===== config.mk =====
export PLATFORM = sky130hd
export DESIGN_NAME = cfg_counter
export DESIGN_NICKNAME = d
export VERILOG_FILES = /design/src/rtl/cfg_counter_pkg.sv /design/src/rtl/cfg_counter_prescaler.sv /design/src/rtl/cfg_counter.sv
export SDC_FILE = /design/constraint.sdc
export NUM_CORES = 1
export LEC_CHECK = 0
export ABC_CLOCK_PERIOD_IN_PS = 4800
export BUFFER_PORTS_ARGS = -buffer_cell sky130_fd_sc_hd__clkbuf_2
export CELL_PAD_IN_SITES_DETAIL_PLACEMENT = 0
export CELL_PAD_IN_SITES_GLOBAL_PLACEMENT = 1
export CORE_UTILIZATION = 42
export DETAILED_ROUTE_END_ITERATION = 6
export PLACE_DENSITY_LB_ADDON = 0.2
export SLEW_MARGIN = 20
export SYNTH_ARGS = -nofsm -noshare
export SYNTH_HDL_FRONTEND = slang
export SYNTH_HIERARCHICAL = 1
export SYNTH_SLANG_ARGS = --single-unit

===== constraint.sdc =====
create_clock -name clk_i -period 4.8 [get_ports clk_i]
set_input_delay 0.24 -clock clk_i [delete_from_list [all_inputs] [get_ports clk_i]]
set_output_delay 0.24 -clock clk_i [all_outputs]
set_load 0.05 [all_outputs]

===== src/rtl/cfg_counter_pkg.sv =====
// Shared types for the configurable counter: counting modes and FSM states.
package cfg_counter_pkg;

  // Counting behaviour at the terminal count; MODE_RSVD decodes as MODE_WRAP.
  typedef enum logic [1:0] {
    MODE_WRAP    = 2'b00,
    MODE_SAT     = 2'b01,
    MODE_ONESHOT = 2'b10,
    MODE_RSVD    = 2'b11
  } mode_e;

  // RUN counts normally; DONE is the parked state after a one-shot completes.
  typedef enum logic {
    ST_RUN  = 1'b0,
    ST_DONE = 1'b1
  } state_e;

  // True when the mode should behave as a wrapping counter.
  function automatic logic is_wrap_mode(mode_e m);
    return (m == MODE_WRAP) || (m == MODE_RSVD);
  endfunction

endpackage


===== src/rtl/cfg_counter_prescaler.sv =====
// Prescaler: emits one tick every presc_i+1 cycles in which run_i is high.
// Counting holds while run_i is low; restart_i returns the phase to zero.
module cfg_counter_prescaler #(
  parameter int PRESCALE_W = 4
) (
  input  logic                  clk_i,
  input  logic                  rst_i,
  input  logic                  restart_i,
  input  logic                  run_i,
  input  logic [PRESCALE_W-1:0] presc_i,
  output logic                  tick_o
);

  logic [PRESCALE_W-1:0] psc_q;
  logic [PRESCALE_W-1:0] psc_d;
  logic                  hit;

  // A tick fires on the enabled cycle where the phase equals the divisor.
  // If presc_i drops below the phase the counter wraps through 2^PRESCALE_W.
  assign hit    = (psc_q == presc_i);
  assign tick_o = run_i & hit;

  // Next phase: restart wins, then advance only while running.
  always_comb begin
    psc_d = psc_q;
    if (restart_i) begin
      psc_d = '0;
    end else if (run_i) begin
      if (hit) begin
        psc_d = '0;
      end else begin
        psc_d = psc_q + 1'b1;
      end
    end
  end

  // Phase register with synchronous reset.
  always_ff @(posedge clk_i) begin
    if (rst_i) begin
      psc_q <= '0;
    end else begin
      psc_q <= psc_d;
    end
  end

endmodule


===== src/rtl/cfg_counter.sv =====
// Runtime-configurable up/down counter with terminal count, parallel load,
// prescaler, wrap/saturate/one-shot modes and a combinational compare match.
// Per-cycle priority: reset, then clear, then load, then a prescaled tick.
module cfg_counter
  import cfg_counter_pkg::*;
#(
  parameter int WIDTH      = 8,
  parameter int PRESCALE_W = 4
) (
  input  logic                  clk_i,
  input  logic                  rst_i,
  input  logic                  en_i,
  input  logic                  clear_i,
  input  logic                  load_i,
  input  logic [WIDTH-1:0]      load_val_i,
  input  logic                  dir_i,
  input  logic [1:0]            mode_i,
  input  logic [WIDTH-1:0]      max_i,
  input  logic [PRESCALE_W-1:0] presc_i,
  input  logic [WIDTH-1:0]      cmp_i,
  output logic [WIDTH-1:0]      count_o,
  output logic                  ovf_o,
  output logic                  unf_o,
  output logic                  done_o,
  output logic                  match_o
);

  logic [WIDTH-1:0] count_q, count_d;
  logic             ovf_q, ovf_d;
  logic             unf_q, unf_d;
  state_e           state_q, state_d;

  mode_e            mode;
  logic             restart;
  logic             run;
  logic             tick;
  logic [WIDTH-1:0] count_inc;
  logic [WIDTH-1:0] count_dec;
  logic             up_term;
  logic             dn_term;

  assign mode      = mode_e'(mode_i);
  assign restart   = clear_i | load_i;
  // The prescaler is frozen once a one-shot has parked in DONE.
  assign run       = en_i & (state_q == ST_RUN);
  assign count_inc = count_q + 1'b1;
  assign count_dec = count_q - 1'b1;
  // Up terminal uses >= so a loaded value above max_i still terminates.
  assign up_term   = (count_q >= max_i);
  assign dn_term   = (count_q == '0);

  cfg_counter_prescaler #(
    .PRESCALE_W (PRESCALE_W)
  ) u_prescaler (
    .clk_i     (clk_i),
    .rst_i     (rst_i),
    .restart_i (restart),
    .run_i     (run),
    .presc_i   (presc_i),
    .tick_o    (tick)
  );

  // Next count, pulses and FSM state; pulses default low so they last one cycle.
  always_comb begin
    count_d = count_q;
    state_d = state_q;
    ovf_d   = 1'b0;
    unf_d   = 1'b0;
    if (clear_i) begin
      count_d = '0;
      state_d = ST_RUN;
    end else if (load_i) begin
      count_d = load_val_i;
      state_d = ST_RUN;
    end else if (tick) begin
      if (!dir_i) begin
        // Counting up toward max_i.
        if (mode == MODE_SAT) begin
          count_d = up_term ? max_i : count_inc;
        end else if (mode == MODE_ONESHOT) begin
          if (up_term) begin
            state_d = ST_DONE;
          end else begin
            count_d = count_inc;
            if (count_inc == max_i) begin
              state_d = ST_DONE;
            end
          end
        end else if (is_wrap_mode(mode)) begin
          if (up_term) begin
            count_d = '0;
            ovf_d   = 1'b1;
          end else begin
            count_d = count_inc;
          end
        end
      end else begin
        // Counting down toward zero; values above max_i decrement unclamped.
        if (mode == MODE_SAT) begin
          count_d = dn_term ? count_q : count_dec;
        end else if (mode == MODE_ONESHOT) begin
          if (dn_term) begin
            state_d = ST_DONE;
          end else begin
            count_d = count_dec;
            if (count_dec == '0) begin
              state_d = ST_DONE;
            end
          end
        end else if (is_wrap_mode(mode)) begin
          if (dn_term) begin
            count_d = max_i;
            unf_d   = 1'b1;
          end else begin
            count_d = count_dec;
          end
        end
      end
    end
  end

  // Count, pulse and state registers with synchronous reset.
  always_ff @(posedge clk_i) begin
    if (rst_i) begin
      count_q <= '0;
      ovf_q   <= 1'b0;
      unf_q   <= 1'b0;
      state_q <= ST_RUN;
    end else begin
      count_q <= count_d;
      ovf_q   <= ovf_d;
      unf_q   <= unf_d;
      state_q <= state_d;
    end
  end

  assign count_o = count_q;
  assign ovf_o   = ovf_q;
  assign unf_o   = unf_q;
  assign done_o  = (state_q == ST_DONE);
  assign match_o = (count_q == cmp_i);

endmodule


==> metrics.txt <==
post-place setup slack=1850 ps; H-Tree Depth=1; Mapped Nets=317; worst vdd ir=0.125 mV; largest net degree at the start of global routing=20; DR iter-0 viols=204; non-filler cells, final=354; FF+latch count, synth=15; vias per cell=6.16; cell row count=24; Die Width=70.5 microns; Detailed Place HPWL=4890 microns; Setup Buffers After CTS=0; Startpoint Class=flop; Clock Path Buffers=2; cells after synthesis=265; placer congestion estimate=0.890; CTS root buffer=clkbuf_8; post-route ant nets=0; commonest non-fill, non-tap cell in the layout=clkbuf_2; CTS Hold Buffers Added=0; reg2reg start=count_o[0]; Adder-Cell Fraction of Synth Area=0.102; critical path type=flop to flop; synth-to-layout area growth=14.2%; Hold Path Origin=rst_i; Finish-stage setup viols=0; DR pass1 iterations=7; status=finished with violations; area of the mapped netlist=1970 sq um; worst slew pin tran=799 ps; post-synthesis mux area share=0.0114; crit path max fanout=19; Synth Area in XOR/XNOR=0.124; dominant synthesized flop cell=dfxtp_1; post-synth top area share=0.152; Routed WL=6360 microns; flop-to-flop setup slack=1700 ps; RR Endpoint=count_o[6]; Slew headroom=0.466; Worst Reg-to-Reg Cells=9; LEAKAGE=0.915 nW; Worst-path clk slew=70 ps; post_cts resized=0; Synth Area in Compound Gates=0.280; I/O Buffers=47; PwrDens=184 nW/um^2; ys async rst share=0; Endpoint, Worst Hold=u_prescaler/psc_q[3]; DP Area=2210 sq um; Area contributors post-synth=dfxtp_1, ha_1, xnor2_1, a21oi_1, xor2_1; total die area=4970 sq um; Starting Density=0.444; ant diodes=0; Hold WS=232 ps; Final Hold Fails=0; Die Height=70.5 microns; Core ar.=4440 sq um; Seq/Total Area, Yosys=0.152; CTS tree=built; Cell variety after synth=58; final layout net count=355; Worst Path Arrival=3230 ps; share of cells above drive strength 1=0.232; most frequent cells in the layout=clkbuf_2, nor2_1, a21oi_1, nand2_1; Routed WL per cell=18.0 microns; unrepaired setup endpoints after global routing=no; Synthesis Warnings=6; hold depth=2; Worst Setup Slack, final=1700 ps; total global-route track usage=0.272; fin crit period=3100 ps; failing checks=design-rule violations; Post-synth EDFFs=0; largest family of logic cells by synthesized area=compound AO/OA/AOI/OAI gates; Synth area leader=dfxtp_1; fill cell total of the finished layout=478; IO Pins=48; WP data required=4930 ps; setup_tns=0 ps; max-capacitance violation count=0; number of remaining DRC errors=6; initial antenna violation count=0; Slew Viols, Final=0; vias in the first global route=2065; vias=2181; Post-Synth Simple-Gate Area=0.265; number of buffers created by CTS=3; crit end category=flop; Design Area, Final=2250 sq um; Worst-Skew Late Latency=260 ps; CTS sink cnt=15; global-route wire length before repair=10600 microns; Worst Skew=7.88 ps; fin crit share=0.646; f_max=322 MHz; Post-Syn Area per Cell=7.44 sq um; HP Class=primary input to flop; DP Cell Count=350; Overflow after GRT=0
## synth_stat cells, types with 2 or more instances
library cell and count:
a2111oi_2 2, a211oi_1 2, a21oi_1 21, a311o_1 3
a311oi_1 7, a31oi_1 3, buf_1 2, buf_2 2
buf_4 2, clkbuf_1 8, dfxtp_1 15, ha_1 16
inv_1 15, mux2_2 2, nand2_1 20, nand2b_1 5
nand3_1 11, nand4_1 4, nor2_1 22, nor2b_1 2
nor3_1 10, nor3b_1 2, nor4_1 3, o2111ai_1 2
o211ai_1 2, o21ai_0 15, o221ai_1 4, o41ai_1 3
or2_2 3, or3_1 2, or4_4 2, xnor2_1 16
xor2_1 12
## how the worst max path moves through the flow
stage / from / slack [ps] / cells after the start / endpoint
after CTS: count_o[0] / 1780 / 9 / count_o[6]
after floorplan: count_o[0] / 1760 / 9 / count_o[0]
after global routing: count_o[0] / 1490 / 9 / count_o[4]
after detailed placement: count_o[0] / 1850 / 9 / count_o[6]
after global placement: count_o[0] / 1910 / 9 / count_o[4]
final: count_o[0] / 1700 / 9 / count_o[6]
## final cells by class
type	count	area (sq um)	area share
clock buffer	3	41.3	0.0183
clock inverter	1	5.00	0.00222
inverter	15	56.3	0.0250
multi-input combinational	220	1540	0.684
sequential	15	300	0.133
tap	52	65.1	0.0289
timing repair buffer	48	243	0.108
## routing by layer
metal / routed length [microns] / vias up / GRT usage
met2: 2860 / 109 / 0.441
met4: 82 / 0 / 0.0612
met5: 0 / - / 0
met3: 581 / 10 / 0.0245
met1: 2840 / 1013 / 0.389
li1: - / 1049 / -
## critical path, stage by stage, from the launching register on
cell and delay (ps):
dfxtp_1 650, inv_1 200, ha_1 330, nand2b_1 150, a2111oi_1 570, o221ai_1 210
buf_4 230, a21oi_1 150, a311oi_1 70, o41ai_1 410
## cells by family (layout without fill, tap and decap cells)
family / count (synthesis) / count (layout)
buffers and inverters: 30 / 67
adder cells (fa/ha/maj): 16 / 16
multiplexers: 2 / 2
AO/OA/AOI/OAI: 76 / 76
XOR/XNOR: 28 / 28
flip-flops: 15 / 15
AND/OR/NAND/NOR: 98 / 98
## stage by stage
stage	power, W	util
3_3_place_gp	0.000309	0.496
5_1_grt	0.000443	0.507
2_1_floorplan	0.000256	-
3_5_place_dp	0.000307	0.496
6_report	0.000415	0.507
4_1_cts	0.000416	0.507
## registers in the layout, indices dropped and copies added (netlist names)
name,count
ovf_o,1
count_o,8
done_o,1
u_prescaler/psc_q,4
unf_o,1
## report_power, final
part	internal [W]	leakage, nW	total (W)	switching (W)
clock	0.0000577	0.0255	0.000108	0.0000503
combinational	0.0000645	0.767	0.000165	0.000101
sequential	0.000128	0.122	0.000142	0.0000145
total	0.000250	0.915	0.000415	0.000165
Note: power is estimated with default switching activity, not from simulation.
